$ cat src/rtl/audio_pkg.sv
// Shared definitions for the PCM mixing path feeding the pwm sample FIFO.
// Holds sample width, the silence code, the scheduler state encoding and the averaging helper.
package audio_pkg;

    localparam int unsigned PCM_W = 8;
    localparam logic [PCM_W-1:0] PCM_SILENCE = 8'h80;

    typedef enum logic [1:0] {
        StIdle   = 2'd0,
        StGather = 2'd1,
        StPush   = 2'd2
    } mix_state_e;

    // Offset-binary mean of two samples; the 9-bit sum keeps the carry before truncation.
    function automatic logic [PCM_W-1:0] pcm_avg(input logic [PCM_W-1:0] a,
                                                 input logic [PCM_W-1:0] b);
        logic [PCM_W:0] sum;
        sum = {1'b0, a} + {1'b0, b};
        return sum[PCM_W:1];
    endfunction

endpackage

$ cat src/rtl/pcm_chan_capture.sv
// Per-channel capture slot: one-sample holding register, got flag, ready generation and
// silence fill when the frame times out before this channel delivered.
module pcm_chan_capture
    import audio_pkg::*;
(
    input  logic             clk,
    input  logic             resetn,
    input  logic             start,
    input  logic             en,
    input  logic             gather,
    input  logic             timeout,
    input  logic             valid,
    input  logic [PCM_W-1:0] data,
    output logic             ready,
    output logic             accept,
    output logic             missing,
    output logic             got_eff,
    output logic [PCM_W-1:0] sample_nxt
);

    logic             got_q, got_d;
    logic [PCM_W-1:0] sample_q, sample_d;

    assign ready   = gather & en & ~got_q;
    assign accept  = ready & valid;
    // Still owed a sample and not delivering it this cycle.
    assign missing = ready & ~valid;
    // A disabled channel never holds up the frame.
    assign got_eff = got_q | accept | ~en;

    always_comb begin
        got_d    = got_q;
        sample_d = sample_q;
        if (start) begin
            got_d    = 1'b0;
            sample_d = PCM_SILENCE;
        end else if (accept) begin
            got_d    = 1'b1;
            sample_d = data;
        end else if (timeout && missing) begin
            got_d    = 1'b1;
            sample_d = PCM_SILENCE;
        end
    end

    assign sample_nxt = sample_d;

    always_ff @(posedge clk) begin
        if (!resetn) begin
            got_q    <= 1'b0;
            sample_q <= PCM_SILENCE;
        end else begin
            got_q    <= got_d;
            sample_q <= sample_d;
        end
    end

endmodule

$ cat src/rtl/pcm_mix_sched.sv
// Frame scheduler sharing the pwm sample FIFO between two PCM producers: gathers one sample
// per enabled channel, fills late channels with silence, and pushes one mixed byte per frame.
module pcm_mix_sched
    import audio_pkg::*;
#(
    parameter int unsigned TIMEOUT = 1024,
    parameter int unsigned CNT_W   = 16
) (
    input  logic             clk,
    input  logic             resetn,
    input  logic [1:0]       ch_en,
    input  logic             ch0_valid,
    input  logic [PCM_W-1:0] ch0_data,
    output logic             ch0_ready,
    input  logic             ch1_valid,
    input  logic [PCM_W-1:0] ch1_data,
    output logic             ch1_ready,
    input  logic             fifo_full,
    output logic             fifo_we,
    output logic [PCM_W-1:0] fifo_data,
    output logic [CNT_W-1:0] underrun_cnt,
    output logic             busy
);

    localparam int unsigned TCNT_W = 16;
    localparam logic [TCNT_W-1:0] TCNT_LAST = TCNT_W'(TIMEOUT - 1);

    mix_state_e       state_q, state_d;
    logic [1:0]       en_q, en_d;
    logic [TCNT_W-1:0] tcnt_q, tcnt_d;
    logic [PCM_W-1:0] mix_q, mix_d;
    logic [CNT_W-1:0] under_q, under_d;

    logic             start, gather, all_got, timeout;
    logic [1:0]       accept, missing, got_eff;
    logic [PCM_W-1:0] s0_nxt, s1_nxt;
    logic [1:0]       miss_n;
    logic [CNT_W:0]   under_sum;

    assign gather  = (state_q == StGather);
    assign start   = (state_q == StIdle) && (ch_en != 2'b00) && !fifo_full;
    assign all_got = &got_eff;
    // Accepts on the last GATHER cycle still count; only truly absent channels time out.
    assign timeout = gather && !all_got && (tcnt_q == TCNT_LAST);

    pcm_chan_capture u_ch0 (
        .clk        (clk),
        .resetn     (resetn),
        .start      (start),
        .en         (en_q[0]),
        .gather     (gather),
        .timeout    (timeout),
        .valid      (ch0_valid),
        .data       (ch0_data),
        .ready      (ch0_ready),
        .accept     (accept[0]),
        .missing    (missing[0]),
        .got_eff    (got_eff[0]),
        .sample_nxt (s0_nxt)
    );

    pcm_chan_capture u_ch1 (
        .clk        (clk),
        .resetn     (resetn),
        .start      (start),
        .en         (en_q[1]),
        .gather     (gather),
        .timeout    (timeout),
        .valid      (ch1_valid),
        .data       (ch1_data),
        .ready      (ch1_ready),
        .accept     (accept[1]),
        .missing    (missing[1]),
        .got_eff    (got_eff[1]),
        .sample_nxt (s1_nxt)
    );

    always_ff @(posedge clk) begin
        if (!resetn) begin
            state_q <= StIdle;
        end else begin
            state_q <= state_d;
        end
    end

    always_comb begin
        state_d = state_q;
        unique case (state_q)
            StIdle:   if (start) state_d = StGather;
            StGather: if (all_got || timeout) state_d = StPush;
            StPush:   if (!fifo_full) state_d = StIdle;
            default:  state_d = StIdle;
        endcase
    end

    always_comb begin
        fifo_we = (state_q == StPush) && !fifo_full;
        busy    = (state_q != StIdle);
    end

    assign miss_n    = {1'b0, missing[0]} + {1'b0, missing[1]};
    assign under_sum = {1'b0, under_q} + {{(CNT_W - 1){1'b0}}, miss_n};

    always_comb begin
        en_d    = en_q;
        tcnt_d  = tcnt_q;
        mix_d   = mix_q;
        under_d = under_q;
        if (start) begin
            en_d   = ch_en;
            tcnt_d = '0;
        end
        if (gather) begin
            if (all_got || timeout) begin
                // Mix from next-state samples so the result is ready on PUSH entry.
                unique case (en_q)
                    2'b11:   mix_d = pcm_avg(s0_nxt, s1_nxt);
                    2'b01:   mix_d = s0_nxt;
                    2'b10:   mix_d = s1_nxt;
                    default: mix_d = PCM_SILENCE;
                endcase
            end else begin
                tcnt_d = tcnt_q + 16'd1;
            end
            if (timeout) begin
                under_d = under_sum[CNT_W] ? {CNT_W{1'b1}} : under_sum[CNT_W-1:0];
            end
        end
    end

    always_ff @(posedge clk) begin
        if (!resetn) begin
            en_q    <= 2'b00;
            tcnt_q  <= '0;
            mix_q   <= PCM_SILENCE;
            under_q <= '0;
        end else begin
            en_q    <= en_d;
            tcnt_q  <= tcnt_d;
            mix_q   <= mix_d;
            under_q <= under_d;
        end
    end

    assign fifo_data    = mix_q;
    assign underrun_cnt = under_q;

endmodule

$ cat config.mk
export PLATFORM = sky130hd
export DESIGN_NAME = pcm_mix_sched
export DESIGN_NICKNAME = d
export VERILOG_FILES = /design/src/rtl/audio_pkg.sv /design/src/rtl/pcm_chan_capture.sv /design/src/rtl/pcm_mix_sched.sv
export SDC_FILE = /design/constraint.sdc
export NUM_CORES = 1
export LEC_CHECK = 0
export BUFFER_PORTS_ARGS = -buffer_cell sky130_fd_sc_hd__buf_2
export CAP_MARGIN = 25
export CORE_MARGIN = 4
export CORE_UTILIZATION = 57
export DETAILED_ROUTE_END_ITERATION = 10
export HOLD_SLACK_MARGIN = 0.15
export PLACE_DENSITY_LB_ADDON = 0.12
export SLEW_MARGIN = 10
export SYNTH_ARGS = -nofsm -noshare
export SYNTH_HDL_FRONTEND = slang
export SYNTH_SLANG_ARGS = --single-unit
$ cat constraint.sdc
create_clock -name clk -period 3.5 [get_ports clk]
set_input_delay 0.175 -clock clk [delete_from_list [all_inputs] [get_ports clk]]
set_output_delay 0.175 -clock clk [all_outputs]
set_load 0.005 [all_outputs]
# After elaboration in Yosys (flattened, before gate mapping)

Index checks and enable logic that the tools add are counted.

Multipliers: 0
Equality and inequality tests: 9
Divide/modulo/power cells: 0
Mux-type cells: 19
Reduce and logical (&&, ||, !) cells: 20
$lt $le $gt $ge: 0
Bitwise gates (word level): 19
Shift operators: 0
$add $sub $neg: 4

Operator list:

| operator                | count |
|---|---|
| $mux W16                | 4 |
| $mux W8                 | 6 |
| $pmux W8 S3             | 1 |
| $add A16 B2 Y17         | 1 |
| $add A16 B1 Y16 const B | 1 |
| $eq A16 B10 Y1 const B  | 1 |
| $add A8 B8 Y9           | 1 |
| $and A1 B1 Y1           | 8 |
| $reduce_bool A2 Y1      | 4 |
| $logic_and A1 B1 Y1     | 7 |
| $not A1 Y1              | 7 |
| $eq A2 B2 Y1 const B    | 3 |
| $mux W2                 | 3 |
| $pmux W2 S3             | 1 |
| $reduce_and A2 Y1       | 3 |
| $eq A2 B1 Y1 const B    | 2 |
| $mux W1                 | 4 |
| $ne A2 B2 Y1 const B    | 2 |
| $or A1 B1 Y1            | 4 |
| $reduce_and A3 Y1       | 1 |
| $add A1 B1 Y2           | 1 |
| $logic_not A1 Y1        | 2 |
| $logic_not A2 Y1        | 1 |
| $ne A2 B1 Y1 const B    | 1 |
| 2 further kinds         | 2 |

Word-level logic and storage cells: 80
Output and inout port bits: 28
Register bits after elaboration: 62
Bits in latches: 0
Memories: 0
RAM bits: 0
Input bits: 23
Bits in read-only memories: 0

# Logic depth before layout (Yosys ltp)

Gate-level depths: netlist (run 1).

Depth in word-level cells: 16
Depth in mapped cells: 15
Depth with buffers taken out: 14

# By module

From an unflattened synthesis (run 1), not the netlist that was laid out.

Cells, all modules: 440
Area, all modules: 3505.9 um^2

Modules (own cells, without submodules):

| module           | area an instance (um^2) | sequential area each (um^2) | cells each | instances |
|---|---|---|---|---|
| pcm_mix_sched    | 2524.9                  | 880.8                       | 320        | 1 |
| pcm_chan_capture | 490.5                   | 180.2                       | 60         | 2 |

# Least setup slack after synthesis (run 1)

Ideal clock, no wire load.

Path kind: reg-to-reg
From: register state_q[1]
To: register mix_q[6], in the netlist fifo_data[6]
Path slack: 0.685 ns
Required time: 3.421 ns
Path buffers: 1
Library setup time: 0.079 ns
Stages on the path, launching flop included: 12
Arrival time: 2.736 ns
Period minus slack after synthesis: 2.815 ns
Cells stage by stage: dfxtp_1 or2_2 nor3_1 clkbuf_1 nor2_1 ha_1 a21oi_1 nand2b_1 a31o_1 nand4_1 a2111o_1 o211ai_1

Cells in the longest elaborated chain, start to end: 16
Elaborated cells between the ends (all ways): 32
Classes of those cells: add/sub: 1; eq/ne: 1; mux: 7; bitwise: 12; reduce/logical: 11

RTL lines:

| what                             | RTL line               | RTL |
|---|---|---|
| from (decl)                      | pcm_mix_sched.sv:28    | `mix_state_e state_q, state_d;` |
| from (signal assigned)           | pcm_mix_sched.sv:80    | `state_q <= StIdle;` |
| from (signal assigned)           | pcm_mix_sched.sv:82    | `state_q <= state_d;` |
| $eq A2 B1 Y1                     | pcm_mix_sched.sv:40    | `assign gather = (state_q == StGather);` |
| $and A1 B1 Y1 (2 in a row)       | pcm_chan_capture.sv:24 | `assign ready = gather & en & ~got_q;` |
| $and A1 B1 Y1                    | pcm_chan_capture.sv:25 | `assign accept = ready & valid;` |
| $or A1 B1 Y1 (2 in a row)        | pcm_chan_capture.sv:29 | `assign got_eff = got_q \| accept \| ~en;` |
| $reduce_and A2 Y1                | pcm_mix_sched.sv:42    | `assign all_got = &got_eff;` |
| $logic_not A1 Y1                 | pcm_mix_sched.sv:44    | `assign timeout = gather && !all_got && (tcnt_q == TCNT_LAST);` |
| $logic_and A1 B1 Y1 (2 in a row) | pcm_mix_sched.sv:44    |  |
| $logic_and A1 B1 Y1              | pcm_chan_capture.sv:40 | `end else if (timeout && missing) begin` |
| $mux W8                          | pcm_chan_capture.sv:40 |  |
| $mux W8                          | pcm_chan_capture.sv:37 | `end else if (accept) begin` |
| $mux W8 (*)                      | pcm_chan_capture.sv:34 | `if (start) begin` |
| via s0_nxt[4]                    | pcm_mix_sched.sv:36    | `logic [PCM_W-1:0] s0_nxt, s1_nxt;` |
| $add A8 B8 Y9 (*)                | audio_pkg.sv:18        | `sum = {1'b0, a} + {1'b0, b};` |
| $pmux W8 S3 (*)                  | pcm_mix_sched.sv:116   | `unique case (en_q)` |
| to (signal assigned)             | pcm_mix_sched.sv:140   | `mix_q <= mix_d;` |
| to (decl)                        | pcm_mix_sched.sv:31    | `logic [PCM_W-1:0] mix_q, mix_d;` |

Mark *: on every way through the listed nets, which the timed path passes. The rest lies on a longest branch.
A chain may end at the register's enable or synchronous reset.

# Worst setup path in the final report (run 1)

From: register tcnt_q[0]
To: register mix_q[7], in the netlist fifo_data[7]

Cells in the longest elaborated chain, start to end: 8
Elaborated cells between the ends (all ways): 14
Classes of those cells: add/sub: 1; eq/ne: 1; mux: 7; reduce/logical: 5

RTL lines:

| what                   | RTL line               | RTL |
|---|---|---|
| from (decl)            | pcm_mix_sched.sv:30    | `logic [TCNT_W-1:0] tcnt_q, tcnt_d;` |
| from (signal assigned) | pcm_mix_sched.sv:139   | `tcnt_q <= tcnt_d;` |
| $eq A16 B10 Y1         | pcm_mix_sched.sv:44    |  |
| $logic_and A1 B1 Y1    | pcm_mix_sched.sv:44    |  |
| $logic_and A1 B1 Y1    | pcm_chan_capture.sv:40 |  |
| $mux W8                | pcm_chan_capture.sv:40 |  |
| $mux W8                | pcm_chan_capture.sv:37 |  |
| $mux W8                | pcm_chan_capture.sv:34 |  |
| via s1_nxt[3]          | pcm_mix_sched.sv:36    |  |
| $add A8 B8 Y9          | audio_pkg.sv:18        |  |
| $pmux W8 S3            | pcm_mix_sched.sv:116   |  |

The timed path passes the listed nets, and every way through them passes these cells.

==> results of run 1 <==
[cells in the mapped netlist (3+ instances only)]
cell      instances  area share (%)
nor2_1           67             7.5
inv_1             9             1.0
nor3_1            8             1.2
nand2_1          40             4.5
ha_1              9             3.3
nor2b_1           5            0.93
o21ai_1           5            0.74
a21oi_1          47             7.0
nand4_1          11             2.0
nand2b_1          6             1.1
and3_1            8             1.5
inv_2             3            0.33
o21ai_0          19             2.8
and4_1            3            0.78
and2_1            5            0.93
clkbuf_1         16             1.8
nor3b_1           3            0.67
nand3_2           3            0.89
o22ai_1           3            0.56
a31oi_1           6             1.1
a22oi_1          15             3.3
xnor2_1           8             2.1
nand3_1          15             2.2
dfxtp_1          62              37
xor2_1           10             2.6
nor4_1            3            0.56
[stage by stage]
step	setup WS (ns)	util [%]	cell area [sq um]
floorplan	0.685	-	3370
global placement	0.432	65.9	3700
detailed placement	0.216	65.9	3700
CTS	0.207	71.7	4020
global route	0.0220	72.2	4050
finish	0.296	72.2	4050
[critical path, stage by stage, from the launching register on]
cell      delay [ns]
dfxtp_1         0.38
ha_1            0.19
and3_1          0.22
nand3_2         0.20
nor3b_2         0.50
o311a_1         0.28
nor2_1          0.08
ha_1            0.34
a21oi_1         0.23
o311ai_2        0.16
a31oi_1         0.23
o2111a_1        0.23
o21ai_1         0.05
[state kept, by name, summed over array words and instances (netlist names)]
signal / count
u_ch1.got_q: 1
u_ch1.sample_q: 8
underrun_cnt: 16
fifo_data: 8
u_ch0.sample_q: 8
u_ch0.got_q: 1
state_q: 2
tcnt_q: 16
en_q: 2
[layout by cell type, fill, tap and decap left out, types with 5 or more instances in the layout]
cell type	count
nor2_1	66
dfxtp_1	62
buf_2	50
a21oi_1	47
nand2_1	40
o21ai_0	19
nand3_1	15
a22oi_1	12
nand4_1	11
xor2_1	10
clkbuf_8	10
inv_1	9
ha_1	9
and3_1	8
xnor2_1	8
dlygate4sd3_1	8
buf_4	8
nor3_1	7
nand2b_1	6
a31oi_1	6
o21ai_1	5
and2_1	5
nor2b_1	5
[kinds of logic after synthesis]
group | count (synthesis) | synth area share (%)
adder cells (fa/ha/maj) | 11 | 4.27
AND/OR/NAND/NOR | 187 | 27.3
flip-flops | 62 | 36.8
buffers and inverters | 32 | 3.82
AO/OA/AOI/OAI | 118 | 22.5
XOR/XNOR | 18 | 4.68
multiplexers | 2 | 0.594
[report_power, final]
| part | internal, mW | switching, mW |
|---|---|---|
| Sequential | 0.713 | 0.00583 |
| Clock | 0.499 | 0.312 |
| Combinational | 0.0481 | 0.0834 |
[cell type report]
| type | count | area [sq um] |
|---|---|---|
| Clock buffer | 10 | 138 |
| Clock inverter | 6 | 116 |
| Sequential cell | 62 | 1240 |
| Multi-Input combinational cell | 336 | 2020 |
| Fill cell | 460 | 1560 |
| Timing Repair Buffer | 66 | 390 |
| Inverter | 13 | 48.8 |
| Tap cell | 72 | 90.1 |
[metal layers]
layer  vias to the layer above  global-route usage, %  share of wire (%)  routed length [microns]
met5                         -                      0                  0                        0
met4                         0                   8.78                1.8                      161
met3                        19                   4.37                7.0                      612
met2                       128                   37.4                 44                     3840
met1                      1575                   34.8                 47                     4150
li1                       1660                      -                  -                        -
[how the worst min path moves through the flow]
| stage | depth (start not counted) | startpoint | slack (ns) | to |
|---|---|---|---|---|
| floorplan | 2 | ch_en[0] | 0.31 | en_q[0]$_SDFFE_PN0P_ |
| global placement | 3 | ch_en[1] | 0.44 | en_q[1]$_SDFFE_PN0P_ |
| detailed placement | 3 | ch_en[1] | 0.44 | en_q[1]$_SDFFE_PN0P_ |
| CTS | 3 | ch0_data[2] | 0.15 | u_ch0.sample_q[2]$_SDFF_PN0_ |
| global route | 3 | ch0_data[5] | 0.16 | u_ch0.sample_q[5]$_SDFF_PN0_ |
| finish | 3 | ch0_data[5] | 0.16 | u_ch0.sample_q[5]$_SDFF_PN0_ |
[repair_timing]
action                                  in CTS  in global routing
hold buffers                                 7                  1
hold endpoints to repair                     7                  1
endpoints found under the setup margin       0                  4
resized for setup                            0                  4
==> results by group, run 1 <==
Finish
  • Share of cells above drive strength 1: 19.5%
  • Nets: 521
  • Post-Layout Cell Count: 565
  • Layout Area Growth over Synthesis: 20.1%
  • Inserted Diodes: 0

Detailed routing
  • Vias per cell: 5.99
  • Post-Route WL: 8.77 mm
  • DR pass1 iterations: 5
  • Post-route DRC: 0
  • Initial drt markers: 247
  • Antenna-violating nets left: 0
  • DR WL/cell: 15.5 microns
  • Via count: 3,382

Clocking
  • Reg clk slew, reported paths: 0.08 ns
  • H-Tree Depth: 3
  • Worst-Skew Late Latency: 0.35 ns
  • Clock sinks: 62
  • Clock tree buffer depth: 2
  • Clock tree from TritonCTS: yes
  • TritonCTS buffer count: 9
  • Post-CTS Setup Bufs: 0
  • Root buf cell: clkbuf_8

Timing
  • Post-route clock skew: 0.00957 ns
  • RSZ-0062 raised after global routing: false
  • Final TNS setup: 0 ns
  • Slew @ Worst Pin: 0.700 ns
  • Fmax: 312 MHz
  • Worst hold slack: 0.160 ns
  • Final hold vios: 0
  • Minimum clock period: 3.20 ns
  • Final worst-path cycle share: 91.5%
  • Final Setup Violations: 0
  • Slew HR: 53.1%
  • Max-slew violations: 0

GRT
  • Initial antenna violation count: 0
  • Tot GR Track Use: 24.5%
  • Largest net degree at the start of global routing: 22
  • Vias in the first global route: 3,059
  • Total global routing overflow: 0
  • Global-route wire length before repair: 14.4 mm

Synth
  • Synth async-reset ratio: 0%
  • Sequential share of the synthesized area: 36.8%
  • EDFF count, synth: 0
  • Synth warn: 0
  • Synthesized net count: 463
  • Synthesized flop and latch total: 62
  • Avg Inst Size Synth: 7.84 sq um
  • Netlist area before placement: 3370 sq um
  • Post-synthesis cell count: 430
  • Count of different cell masters after synthesis: 58
  • Top_reg_cell synth: dfxtp_1

Floorplanning
  • Ports: 51
  • Core area: 5610 sq um
  • Initial Util: 60.1%
  • Die width: 84.9 microns
  • FP Rows: 27
  • Chip Height: 84.9 microns
  • Die Footprint: 7210 sq um

Power
  • PD cells: 410 nW/um^2
  • Cell leakage power: 1.63 nW
  • PnR Total Power: 1.66 mW
  • IR Drop Worst-Case VDD: 0.285 mV

Worst setup path
  • Worst reg2reg endpoint: fifo_data[7]$_SDFFE_PN1P_
  • Crit path capture type: flop
  • Critical Path RT: 3.72 ns
  • CP arrival: 3.43 ns
  • Setup slack, reg-to-reg: 0.30 ns
  • Critical path class: reg -> reg
  • FF-to-FF Start: tcnt_q[0]$_SDFF_PN0_
  • FF-to-FF path depth: 12
  • CP Capture Point: fifo_data[7]$_SDFFE_PN1P_
  • Worst Setup SP: tcnt_q[0]$_SDFF_PN0_
  • Worst Setup Start Kind: flop
  • CP max FO: 9

Placement
  • Routability congestion estimate: 0.889
  • Dpl hpwl: 6.14 mm
  • Placed cell count: 541
  • Port Buffers: 50

Flow run
  • Max_cap viols: 0

Status
  • Status: complete, no violations

Min path
  • Hold WC Path Type: in -> reg
(Power assumes the default switching activity.)
==> inputs of run 2 (changes only) <==
==> constraint.sdc (replaced) <==
create_clock -name clk -period 3.4 [get_ports clk]
set_input_delay 0.17 -clock clk [delete_from_list [all_inputs] [get_ports clk]]
set_output_delay 0.17 -clock clk [all_outputs]
set_load 0.005 [all_outputs]
==> run 2 against run 1 <==
  * Total power shrank 1.4%
  * Worst setup slack lost 0.0099 ns
  * Combinational power grew 3%
  * Die area is the same
  * Highest routed layer unchanged
  * Largest cell class unchanged
==> results by group, run 2 (synthesis results as in run 1) <==
Floorplanning
  • Ports: 51
  • Initial Util: 60.1%
  • Die Footprint: 7210 sq um
  • Die width: 84.9 microns
  • Chip Height: 84.9 microns
  • FP Rows: 27
  • Core area: 5610 sq um

GRT
  • Global-route wire length before repair: 15.0 mm
  • Total global routing overflow: 0
  • Tot GR Track Use: 25.2%
  • Largest net degree at the start of global routing: 37
  • Initial antenna violation count: 0
  • Vias in the first global route: 3,144

Timing
  • Final hold vios: 0
  • RSZ-0062 raised after global routing: false
  • Post-route clock skew: 0.0110 ns
  • Final TNS setup: 0 ns
  • Slew HR: 59.4%
  • Minimum clock period: 3.11 ns
  • Final worst-path cycle share: 91.6%
  • Max-slew violations: 0
  • Slew @ Worst Pin: 0.608 ns
  • Final Setup Violations: 0
  • Fmax: 321 MHz

Detailed routing
  • Vias per cell: 5.97
  • Met3 routed WL: 622 microns
  • DR pass1 iterations: 5
  • Antenna-violating nets left: 0
  • Met2 WL: 3.74 mm
  • Post-Route WL: 8.59 mm
  • DRT met1 WL: 4.14 mm
  • Post-route DRC: 0
  • Top Layer Used: met4
  • Via count: 3,399
  • Initial drt markers: 265
  • DR WL/cell: 15.1 microns

Finish
  • Register area: 1240 sq um
  • Fill cells: 464
  • Final non-filler cell area: 4080 sq um
  • Inserted Diodes: 0
  • Multi-input logic area: 2040 sq um
  • Most common cell after layout, fill and taps aside: nor2_1
  • Nets: 525
  • Post-Layout Cell Count: 569
  • Layout Area Growth over Synthesis: 20.9%
  • Most frequent cells in the layout: 66 x nor2_1, 62 x dfxtp_1, 50 x buf_2, 47 x a21oi_1, 40 x nand2_1
  • Share of cells above drive strength 1: 19.5%

Clocking
  • Root buf cell: clkbuf_8
  • Clock tree from TritonCTS: yes
  • Worst-Skew Late Latency: 0.34 ns
  • Clock sinks: 62
  • Reg clk slew, reported paths: 0.08 ns
  • Clock tree buffer depth: 2
  • TritonCTS buffer count: 9
  • H-Tree Depth: 3

Placement
  • Port Buffers: 50
  • Dpl hpwl: 6.10 mm
  • Routability congestion estimate: 0.888
  • Placed cell count: 543
  • Area after DPL: 3710 sq um

Worst setup path
  • CP arrival: 3.38 ns
  • Worst Setup Start Kind: flop
  • CP max FO: 6
  • Setup slack, reg-to-reg: 0.29 ns
  • Critical path class: reg -> reg
  • Crit path capture type: flop
  • Critical Path RT: 3.67 ns

Power
  • PD cells: 402 nW/um^2
  • Cell leakage power: 1.65 nW
  • IR Drop Worst-Case VDD: 0.358 mV

Min path
  • Hold WC Path Type: in -> reg

Status
  • Status: complete, no violations

Flow run
  • Max_cap viols: 0
## run 2: timing repair
action,in CTS,in global routing
buffers inserted,0,1
setup endpoints to repair,0,5
hold buffers,8,1
gates resized for setup,0,6
endpoints found under the hold margin,8,1
## run 2: layout make-up
cell class                 count  share of cell area, %
multi-input combinational    336                   50.0
clock buffer                  13                   4.14
timing repair buffer          70                   10.4
sequential                    62                   30.5
inverter                      13                   1.20
tap                           72                   2.21
clock inverter                 3                   1.60
## run 2: metal layers
metal / global-route usage (%) / up-vias
met5: 0 / -
met3: 6.41 / 11
li1: - / 1668
met2: 37.9 / 107
met1: 36.4 / 1613
met4: 5.47 / 0
## run 2: critical path, stage by stage (launching register included)
cell,delay (ns)
dfxtp_1,0.35
nor4_2,0.37
nand4_1,0.16
buf_4,0.19
nor2_4,0.11
o21ai_1,0.16
a22oi_1,0.34
nor2_1,0.08
ha_1,0.36
a21oi_1,0.10
nand2b_1,0.07
a31o_1,0.15
nand4_1,0.14
a2111o_1,0.38
o211ai_1,0.09
## run 2: final timing paths
kind | depth (start not counted) | endpoint | startpoint
max | 14 | fifo_data[6]$_SDFFE_PN0P_ | tcnt_q[10]$_SDFF_PN0_
min | 2 | u_ch1.sample_q[7]$_SDFF_PN1_ | resetn
max reg2reg | 14 | fifo_data[6]$_SDFFE_PN0P_ | tcnt_q[10]$_SDFF_PN0_
min reg2reg | 1 | tcnt_q[3]$_SDFF_PN0_ | tcnt_q[3]$_SDFF_PN0_
## run 2: power breakdown
part	leakage [nW]	internal, mW	total (mW)	switching (mW)
Clock	0.120	0.472	0.761	0.288
Combinational	1.03	0.0508	0.136	0.0855
Sequential	0.500	0.735	0.741	0.00604
Total	1.65	1.26	1.64	0.380
## run 2: through the flow
step	hold WS, ns	power, mW	worst slack, ns	util (%)
6_report	0.169	1.64	0.286	72.7
5_1_grt	0.174	1.70	0.0252	72.7
4_1_cts	0.155	1.64	0.109	71.8
3_5_place_dp	0.440	0.882	0.173	66.2
3_3_place_gp	0.436	0.881	0.345	66.2
2_1_floorplan	0.306	0.832	0.585	-
